`config.mk`:
```
export PLATFORM = sky130hd
export DESIGN_NAME = event_read_control
export DESIGN_NICKNAME = d
export VERILOG_FILES = /design/src/rtl/event_buf_pkg.sv /design/src/rtl/read_skid_fifo.sv /design/src/rtl/event_read_control.sv
export SDC_FILE = /design/constraint.sdc
export NUM_CORES = 1
export LEC_CHECK = 0
export BUFFER_PORTS_ARGS = -buffer_cell sky130_fd_sc_hd__buf_2
export CAP_MARGIN = 0
export CELL_PAD_IN_SITES_DETAIL_PLACEMENT = 0
export CELL_PAD_IN_SITES_GLOBAL_PLACEMENT = 2
export CORE_MARGIN = 3
export CORE_UTILIZATION = 45
export CTS_BUF_LIST = sky130_fd_sc_hd__clkbuf_4
export DETAILED_ROUTE_END_ITERATION = 7
export PLACE_DENSITY_LB_ADDON = 0.12
export REMOVE_ABC_BUFFERS = 1
export SYNTH_ARGS = -nofsm -noshare
export SYNTH_HDL_FRONTEND = slang
export SYNTH_SLANG_ARGS = --single-unit
```
`constraint.sdc`:
```
create_clock -name clk -period 3.2 [get_ports clk]
set_clock_uncertainty 0.1 [all_clocks]
set_input_delay 0.48 -clock clk [delete_from_list [all_inputs] [get_ports clk]]
set_output_delay 0.48 -clock clk [all_outputs]
set_load 0.005 [all_outputs]
```
`src/rtl/event_buf_pkg.sv`:
```
// Shared event-buffer parameters and read-side FSM encoding.
// Latency: none (types and constants only).
// Backpressure: not applicable.
package event_buf_pkg;

    localparam int EB_DATA_W    = 16;
    localparam int EB_WORD_W    = 4;
    localparam int EB_EPTR_W    = 6;
    localparam int EB_EVT_WORDS = 1 << EB_WORD_W;
    localparam int EB_ADDR_W    = EB_EPTR_W + EB_WORD_W;

    typedef enum logic [1:0] {
        ST_IDLE   = 2'd0,
        ST_SUBMIT = 2'd1,
        ST_READ   = 2'd2,
        ST_DRAIN  = 2'd3
    } evt_rd_state_t;

endpackage

```
`src/rtl/read_skid_fifo.sv`:
```
// Small synchronous FIFO catching RAM read data ahead of the output stream.
// Latency: one cycle from write to valid at the head.
// Backpressure: none internally; the writer must respect count (credit based).
module read_skid_fifo #(
    parameter int WIDTH = 18,
    parameter int DEPTH = 4,
    parameter int CNT_W = $clog2(DEPTH + 1),
    parameter int PTR_W = (DEPTH > 1) ? $clog2(DEPTH) : 1
) (
    input  logic             clk,
    input  logic             rst_n,
    input  logic             flush,
    input  logic             wr_en,
    input  logic [WIDTH-1:0] wr_data,
    input  logic             rd_en,
    output logic [WIDTH-1:0] rd_data,
    output logic             valid,
    output logic [CNT_W-1:0] count
);

    logic [WIDTH-1:0] mem [DEPTH];
    logic [PTR_W-1:0] wr_ptr;
    logic [PTR_W-1:0] rd_ptr;
    logic             do_wr;
    logic             do_rd;

    assign valid   = (count != '0);
    assign rd_data = mem[rd_ptr];
    assign do_wr   = wr_en && !flush;
    assign do_rd   = rd_en && valid && !flush;

    function automatic logic [PTR_W-1:0] ptr_inc(input logic [PTR_W-1:0] p);
        return (p == PTR_W'(DEPTH - 1)) ? '0 : p + PTR_W'(1);
    endfunction

    // Storage array: written only, never reset (head is qualified by valid).
    always_ff @(posedge clk) begin
        if (do_wr) begin
            mem[wr_ptr] <= wr_data;
        end
    end

    // Pointers and occupancy; flush empties the FIFO in one cycle.
    always_ff @(posedge clk or negedge rst_n) begin
        if (!rst_n) begin
            wr_ptr <= '0;
            rd_ptr <= '0;
            count  <= '0;
        end else if (flush) begin
            wr_ptr <= '0;
            rd_ptr <= '0;
            count  <= '0;
        end else begin
            if (do_wr) wr_ptr <= ptr_inc(wr_ptr);
            if (do_rd) rd_ptr <= ptr_inc(rd_ptr);
            count <= count + CNT_W'(do_wr) - CNT_W'(do_rd);
        end
    end

endmodule

```
`src/rtl/event_read_control.sv`:
```
// Claims one queued event, reads its words from the buffer RAM and streams them with sof/eof.
// Latency: r_request sampled to first o_valid is 3 + RD_LAT cycles; one word/cycle sustained.
// Backpressure: o_ready stalls the skid FIFO; RAM reads are credit-limited so it never overflows.
module event_read_control
    import event_buf_pkg::*;
#(
    parameter int DATA_W     = EB_DATA_W,
    parameter int WORD_W     = EB_WORD_W,
    parameter int EPTR_W     = EB_EPTR_W,
    parameter int RD_LAT     = 2,
    parameter int FIFO_DEPTH = 4
) (
    input  logic                     clk,
    input  logic                     rst_n,
    input  logic                     live_rising,
    input  logic                     r_request,
    output logic                     r_submit,
    output logic                     mem_rd_en,
    output logic [EPTR_W+WORD_W-1:0] mem_rd_addr,
    input  logic [DATA_W-1:0]        mem_rd_data,
    output logic [DATA_W-1:0]        o_data,
    output logic                     o_valid,
    input  logic                     o_ready,
    output logic                     o_sof,
    output logic                     o_eof,
    output logic                     rd_done,
    output logic                     busy,
    output logic [15:0]              evt_count
);

    localparam int EVT_WORDS = 1 << WORD_W;
    localparam int FW        = DATA_W + 2;
    localparam int CNT_W     = $clog2(FIFO_DEPTH + 1);

    evt_rd_state_t     state;
    evt_rd_state_t     state_nxt;
    logic [EPTR_W-1:0] evt_ptr;
    logic [WORD_W-1:0] word_idx;
    logic [RD_LAT-1:0] sr_vld;
    logic [RD_LAT-1:0] sr_sof;
    logic [RD_LAT-1:0] sr_eof;
    logic [7:0]        inflight;
    logic [CNT_W-1:0]  fifo_count;
    logic              fifo_vld;
    logic [FW-1:0]     fifo_head;
    logic              credit;
    logic              last_word;
    logic              eof_accept;

    assign last_word   = (word_idx == WORD_W'(EVT_WORDS - 1));
    assign mem_rd_addr = {evt_ptr, word_idx};
    assign busy        = (state != ST_IDLE);

    // Reads outstanding in the RAM latency pipeline.
    always_comb begin
        inflight = '0;
        for (int i = 0; i < RD_LAT; i++) begin
            inflight = inflight + 8'(sr_vld[i]);
        end
    end

    assign credit = (8'(fifo_count) + inflight) < 8'(FIFO_DEPTH);

    // Output head is zeroed when empty so all stream outputs read 0 in reset.
    assign o_valid    = fifo_vld;
    assign o_data     = fifo_vld ? fifo_head[DATA_W-1:0] : '0;
    assign o_sof      = fifo_vld && fifo_head[DATA_W+1];
    assign o_eof      = fifo_vld && fifo_head[DATA_W];
    assign eof_accept = o_valid && o_ready && o_eof;

    // FSM state register.
    always_ff @(posedge clk or negedge rst_n) begin
        if (!rst_n) state <= ST_IDLE;
        else        state <= state_nxt;
    end

    // Next-state and strobes; a run-start flush overrides everything.
    always_comb begin
        state_nxt = state;
        r_submit  = 1'b0;
        mem_rd_en = 1'b0;
        rd_done   = 1'b0;
        case (state)
            ST_IDLE: begin
                if (r_request) state_nxt = ST_SUBMIT;
            end
            ST_SUBMIT: begin
                r_submit  = 1'b1;
                state_nxt = ST_READ;
            end
            ST_READ: begin
                if (credit) begin
                    mem_rd_en = 1'b1;
                    if (last_word) state_nxt = ST_DRAIN;
                end
            end
            ST_DRAIN: begin
                if (eof_accept) begin
                    rd_done   = 1'b1;
                    state_nxt = ST_IDLE;
                end
            end
            default: state_nxt = ST_IDLE;
        endcase
        if (live_rising) begin
            state_nxt = ST_IDLE;
            r_submit  = 1'b0;
            mem_rd_en = 1'b0;
            rd_done   = 1'b0;
        end
    end

    // Event pointer, word index and completed-event counter.
    always_ff @(posedge clk or negedge rst_n) begin
        if (!rst_n) begin
            evt_ptr   <= '0;
            word_idx  <= '0;
            evt_count <= '0;
        end else if (live_rising) begin
            evt_ptr   <= '0;
            word_idx  <= '0;
            evt_count <= '0;
        end else begin
            if (state == ST_SUBMIT) word_idx <= '0;
            else if (mem_rd_en)     word_idx <= word_idx + WORD_W'(1);
            if (rd_done) begin
                evt_ptr   <= evt_ptr + EPTR_W'(1);
                evt_count <= evt_count + 16'd1;
            end
        end
    end

    // Read-latency pipeline: tags each issued read until its data returns.
    always_ff @(posedge clk or negedge rst_n) begin
        if (!rst_n) begin
            sr_vld <= '0;
            sr_sof <= '0;
            sr_eof <= '0;
        end else if (live_rising) begin
            sr_vld <= '0;
            sr_sof <= '0;
            sr_eof <= '0;
        end else begin
            for (int i = RD_LAT - 1; i > 0; i--) begin
                sr_vld[i] <= sr_vld[i-1];
                sr_sof[i] <= sr_sof[i-1];
                sr_eof[i] <= sr_eof[i-1];
            end
            sr_vld[0] <= mem_rd_en;
            sr_sof[0] <= mem_rd_en && (word_idx == '0);
            sr_eof[0] <= mem_rd_en && last_word;
        end
    end

    read_skid_fifo #(
        .WIDTH (FW),
        .DEPTH (FIFO_DEPTH)
    ) u_fifo (
        .clk     (clk),
        .rst_n   (rst_n),
        .flush   (live_rising),
        .wr_en   (sr_vld[RD_LAT-1]),
        .wr_data ({sr_sof[RD_LAT-1], sr_eof[RD_LAT-1], mem_rd_data}),
        .rd_en   (o_ready),
        .rd_data (fifo_head),
        .valid   (fifo_vld),
        .count   (fifo_count)
    );

endmodule

```
==> impl_results.md, run 1 <==
- Status: complete, no violations
- Area contributors post-synth: edfxtp_1 (44%), dfrtp_1 (21%), mux4_2 (8.3%), ha_1 (4.4%), and2_1 (2.8%)
- Clk pwr share: 32.5%
- Antenna violations before repair: 0
- Leak: 2.35 nW
- Drt first pass iters: 5
- CP Max Fanout: 4
- Area leader, netlist: edfxtp_1
- Placed Area: 0.00540 sq mm
- Critical path's slowest cell: dfrtp_1
- GRT Total Usage: 15.6%
- Synth warn: 0
- Switching pwr: between 800 and 900 uW
- Sequential fraction of the synthesis area: between 60% and 70%
- Syn_area_per_cell: 15.0 sq um
- Max-Slew Margin vs Limit: a little under two fifths
- Multi-input logic area: 0.00159 sq mm
- Fillcell total: roughly 900
- Hpwl dp: 5760 um
- Die height: 110 um
- Clk root buf: clkbuf_4
- # diodes: 0
- Most common cell after layout, fill and taps aside: edfxtp_1
- Horiz. Die Dim: between 100 and 150 um
- Final hold vios: 0
- CP max stage delay: 420 ps
- CP endpoint kind: primary output
- Hold buffers post-CTS: 0
- Delay-heaviest family, CP: flip-flops
- CP cell instances: ha_1 > a21oi_1 > mux2i_1 > o21ai_1 > nor2_1 > buf_2
- Cell row count: 37
- Global route total overflow: 0
- H-tree depth: 4
- Ratio of cells with drive above 1 in the final layout: 30.5%
- Flop pwr share: 47.7%
- Placed cell count: about 530
- Worst Path Arrival: 2300 ps
- Most frequent cells in the layout: edfxtp_1 (72), buf_2 (69), dfrtp_1 (41)
- Peak VDD IR: around 0.27 mV
- Library cells used by synthesis: 34
- Routed Antenna Nets: 0
- Reg-to-Reg Start: u_fifo.count[1]$_DFF_PN0_
- Non-Filler Instances: about 560
- Crit path launch type: register
- TNS Setup: 0 ps
- Slew Limit Fails: 0
- Core ar.: 0.0104 sq mm
- Crit path buffers/inverters: 1
- Clock buffer count from CTS: 17
- Final critical-path setup slack: roughly 320 ps
- Net Sw Frac: 26.0%
- GP Congestion: 0.730
- RSZ-0062 raised after global routing: false
- Die area: 0.0121 sq mm
- Number of I/O port buffers: 69
- Setup Viol. Count Final: 0
- Seq cells post-synth: between 100 and 150
- Initial DRC count: 144
- F_max: 347 MHz
- Hold WC Path Type: primary input to async pin
- Synth top area share: 44.3%
- CTS-repair resized insts: 0
- Worst Setup SP: u_fifo.count[0]$_DFF_PN0_
- Fin crit share: between 80% and 90%
- Mapped Cells: 326
- Pin count of the biggest net entering global routing: 42
- Logic pwr share: 19.8%
- Utilization after layout: 54.8%
- Final #Nets: 449
- CTS tree: done
- Required @ worst endpoint: ~2600 ps
- Synthesis-to-finish area growth: 17.0%
- Clk sink count: roughly 110
- Clk_lat worst skew: 490 ps
- Slew @ Worst Pin: roughly 950 ps
- Initial Util: 46.8%
- Via count: ~2800
- Vias in the first global route: 2694
- Setup CP Type: register to primary output
- DRT Wirelength: 8800 um
- IO Pins: 70
- Wire length per cell: 15.7 um
- Reg area: 0.00319 sq mm
- Clock buffer depth: 2
- Max cap viols: 0
- Clock-pin slew of the registers on the worst-case setup and hold paths: about 100 ps
- First-pass GRT wire length: 13800 um
- Fin area: 0.00571 sq mm
- Drc violations: 0
- Post-CTS Setup Repair Bufs: 0
- Place WS: 831 ps
- Vias per cell: 5.00
- Synthesized area: 0.00488 sq mm
- P_int: about 2.5 mW
- PwrDens: 602 mW/mm^2
- Minimum clock period: 2880 ps
-- layout make-up --
cell class	instances	area share, %
flip-flops and latches	113	55.9
multi-input cells	188	27.8
repair buffers	77	7.11
clock inverters	14	3.00
well taps	136	2.98
clock buffers	18	2.37
inverters	13	0.855
-- stage by stage --
stage / hold slack (ps) / power [mW]
2_1_floorplan: 84.4 / 2.10
3_3_place_gp: 353 / 2.37
3_5_place_dp: 356 / 2.38
4_1_cts: 9.04 / 3.50
5_1_grt: 32.9 / 3.64
6_report: 26.8 / 3.44
-- sequential cells by signal, indices dropped and copies added, names as in the netlist --
name	count
u_fifo.mem	72
evt_count	16
evt_ptr	6
word_idx	4
u_fifo.count	3
sr_eof	2
sr_sof	2
sr_vld	2
state	2
u_fifo.rd_ptr	2
u_fifo.wr_ptr	2
-- Yosys cell counts, drive strengths merged --
master,number
nor2,31
nor4,3
nand3,5
ha,17
o211ai,2
o2111ai,1
o21ai,1
and2,22
xor2,12
o21bai,1
and3,5
a221oi,1
nand2b,3
nand2,13
buf,5
mux4,18
clkbuf,7
edfxtp,72
a21oi,4
o31a,1
nand4,6
or3,1
dfrtp,41
nor3,11
inv,13
nand3b,1
fa,1
and4,3
nor2b,6
mux2i,5
xnor2,14
-- power by group through the flow --
| stage | combinational (mW) | sequential [mW] | clock (mW) |
|---|---|---|---|
| 6_report | 0.679 | 1.64 | 1.12 |
| 5_1_grt | 0.767 | 1.65 | 1.23 |
| 4_1_cts | 0.707 | 1.64 | 1.15 |
| 3_5_place_dp | 0.704 | 1.67 | 0 |
| 3_3_place_gp | 0.699 | 1.67 | 0 |
| 2_1_floorplan | 0.402 | 1.70 | 0 |
-- path summary, 6_finish.rpt --
path                       slack (ps)  cells past startpoint                          to
setup / recovery                  320                      6                   mem_rd_en
hold / removal                     30                      1   evt_count[13]$_DFFE_PN0P_
setup reg to reg                  850                      9   u_fifo.count[2]$_DFF_PN0_
hold reg to reg                   380                      1         sr_eof[1]$_DFF_PN0_
max in group asynchronous        2390                      1    evt_count[7]$_DFFE_PN0P_
min in group clk                  100                      1  u_fifo.mem[2][5]$_DFFE_PP_
-- cell families (layout without fill, tap and decap cells) --
logic type / after synthesis / in the layout / share of synthesized area [%]
DFF: 113 / 113 / 65.3
and+or+nand+nor: 110 / 110 / 12.1
xor gates and xnor gates: 26 / 26 / 4.67
buffers and inverters: 25 / 122 / 2.13
muxes: 23 / 23 / 9.34
adders and majority gates: 18 / 18 / 4.77
AOI/OAI and AO/OA: 11 / 11 / 1.64
-- per-layer routing --
metal,GRT usage (%),routed length (um)
met2,24.6,4320
met3,4.78,412
met1,20.2,3970
met5,0,0
met4,6.86,93
(Power assumes the default switching activity.)
==> run 2: changes to the inputs <==
Settings changed: CORE_UTILIZATION 45 to 38, SKIP_LAST_GASP from default to 1.
Clock period 3.2 ns to 2.4 ns, I/O delays scaled along.
==> run 2 against run 1 <==
The flow now finishes with violations (setup timing). Sequential cell count is the same. Die area grew 17%. Combinational power grew 110%. Sequential share of layout area shrank 4.5 points. Clock-buffer cell count grew 1. Critical path depth is the same. Cell area grew 8.8%. Power grew 45%. Core utilization shrank 4.1 points. Non-clock buffer count grew 34. Cell count grew 12%. Clock power grew 24%. Critical path type unchanged. Critical endpoint unchanged.
==> impl_results.md, run 2 (synthesis results as in run 1) <==
- TNS Setup: -22.7 ps
- Clk_lat worst skew: 490 ps
- PwrDens: 803 mW/mm^2
- Worst Path Arrival: 1960 ps
- Largest register FFs: 72
- Setup CP Type: register to primary output
- Vias in the first global route: 3085
- Die area: 0.0142 sq mm
- Clock-pin slew of the registers on the worst-case setup and hold paths: between 100 and 150 ps
- Initial Util: 39.8%
- Switching pwr: 1.39 mW
- P_int: 3.59 mW
- First-pass GRT wire length: 16200 um
- CP endpoint kind: primary output
- Minimum clock period: around 2400 ps
- Setup Viol. Count Final: 1
- Die height: 119 um
- Drc violations: 0
- Clock buffer count from CTS: 17
- Via count: 2987
- Place WS: 191 ps
- CP max stage delay: ~400 ps
- Clk root buf: clkbuf_4
- Total power: between 4 and 5 mW
- CP cell instances: ha_1 > a21oi_2 > mux2i_2 > o21ai_2 > nor2_2 > buf_2
- Biggest regs: u_fifo.mem x72, evt_count x16, evt_ptr x6
- Slew Limit Fails: 0
- Horiz. Die Dim: 119 um
- Peak VDD IR: 0.447 mV
- Clk pwr share: 27.9%
- Synthesis-to-finish area growth: 27.3%
- H-tree depth: 4
- Initial DRC count: 155
- # diodes: 0
- Vias per cell: 4.78
- Top reg by flops: u_fifo.mem
- DRT Wirelength: about 10000 um
- Cell row count: 40
- Non-Filler Instances: 625
- Most common cell after layout, fill and taps aside: edfxtp_1
- Violated checks: setup timing
- Wire length per cell: approximately 16 um
- Ratio of cells with drive above 1 in the final layout: 36.3%
- IO Pins: 70
- Reg area: roughly 0.0032 sq mm
- Drt first pass iters: 4
- GRT Total Usage: between 10% and 20%
- Net Sw Frac: 28.0%
- Final #Nets: 483
- Final critical-path setup slack: -22.7 ps
- Routed Antenna Nets: 0
- Multi-input logic area: approximately 0.0016 sq mm
- Crit path launch type: register
- Leak: roughly 2.5 nW
- CTS tree: done
- Global route total overflow: 0
- Core ar.: between 0.01 and 0.015 sq mm
- Final hold vios: 0
- Number of I/O port buffers: 69
- Required @ worst endpoint: 1940 ps
- GP Congestion: 0.692
- Pin count of the biggest net entering global routing: 41
- Fillcell total: 1107
- Status: complete, but fails checks
- Hpwl dp: around 6000 um
- CP Max Fanout: 2
- Clock buffer depth: 2
- Flop pwr share: 44.1%
- Fin crit share: 101%
- F_max: 413 MHz
- Critical path's slowest cell: dfrtp_1
- Placed cell count: 563
- Logic pwr share: 28.1%
- Clk sink count: 113
- Slew @ Worst Pin: 406 ps
- Most frequent cells in the layout: edfxtp_1 (72), buf_2 (60), dfrtp_1 (38)
- Max cap viols: 0
- Antenna violations before repair: 0
- Hold WC Path Type: primary input to async pin
- Max-Slew Margin vs Limit: between 70% and 80%
- RSZ-0062 raised after global routing: true
run 2: power by group through the flow:
stage / clock (mW) / sequential, mW / combinational [mW]
floorplan: 0 / 2.26 / 0.536
global placement: 0 / 2.23 / 0.985
detailed placement: 0 / 2.23 / 0.986
CTS: 1.44 / 2.19 / 1.26
global route: 1.54 / 2.21 / 1.54
finish: 1.39 / 2.20 / 1.40
run 2: area by class of cell:
class | count | area share (%)
Clock buffer | 19 | 2.30
Clock inverter | 13 | 2.22
Inverter | 13 | 0.786
Multi-Input combinational cell | 188 | 26.4
Sequential cell | 113 | 51.4
Tap cell | 168 | 3.39
Timing Repair Buffer | 111 | 13.5
run 2: layer usage:
layer | vias up | track usage, % | routed length (um)
li1 | 1425 | - | -
met1 | 1496 | 18.8 | 4490
met2 | 55 | 24.5 | 4930
met3 | 11 | 4.51 | 372
met4 | 0 | 3.87 | 92
met5 | - | 0 | 0
run 2: per-stage QoR:
stage                     utilization [%]  hold WS, ps  instance area [sq um]
after floorplan                         -        -35.6                   4820
after global placement               44.7         57.6                   5480
after detailed placement             44.7         60.3                   5480
after CTS                            49.7         36.4                   6100
after global routing                 50.6         11.4                   6210
final                                50.6         74.8                   6210
run 2: final timing paths:
check | to | startpoint | slack, ps | depth (start not counted)
worst max-delay path | mem_rd_en | sr_vld[0]$_DFF_PN0_ | -20 | 6
worst min-delay path | evt_count[15]$_DFFE_PN0P_ | rst_n | 70 | 2
worst max register to register | state[0]$_DFFE_PN0P_ | sr_vld[0]$_DFF_PN0_ | 150 | 8
worst min register to register | sr_sof[1]$_DFF_PN0_ | sr_sof[0]$_DFF_PN0_ | 390 | 1
max in group asynchronous | u_fifo.count[1]$_DFF_PN0_ | rst_n | 1690 | 3
min in group clk | u_fifo.rd_ptr[0]$_DFFE_PN0P_ | live_rising | 80 | 2
run 2: repair_timing:
action                                  4_1_cts  5_1_grt
endpoints found under the setup margin       19       21
pin swaps                                     9       16
gates resized for setup                      17       19
cloned                                        1        1
buffers inserted                             10        1
hold buffers                                 17        0
endpoints found under the hold margin       105        0
run 2: critical path: cells and delay by family (launching register included):
kind	cells	cell delay [ps]
AOI/OAI and AO/OA	2	260
adders and majority gates	1	300
buffers and inverters	1	120
DFF	1	400
muxes	1	280
and+or+nand+nor	1	110
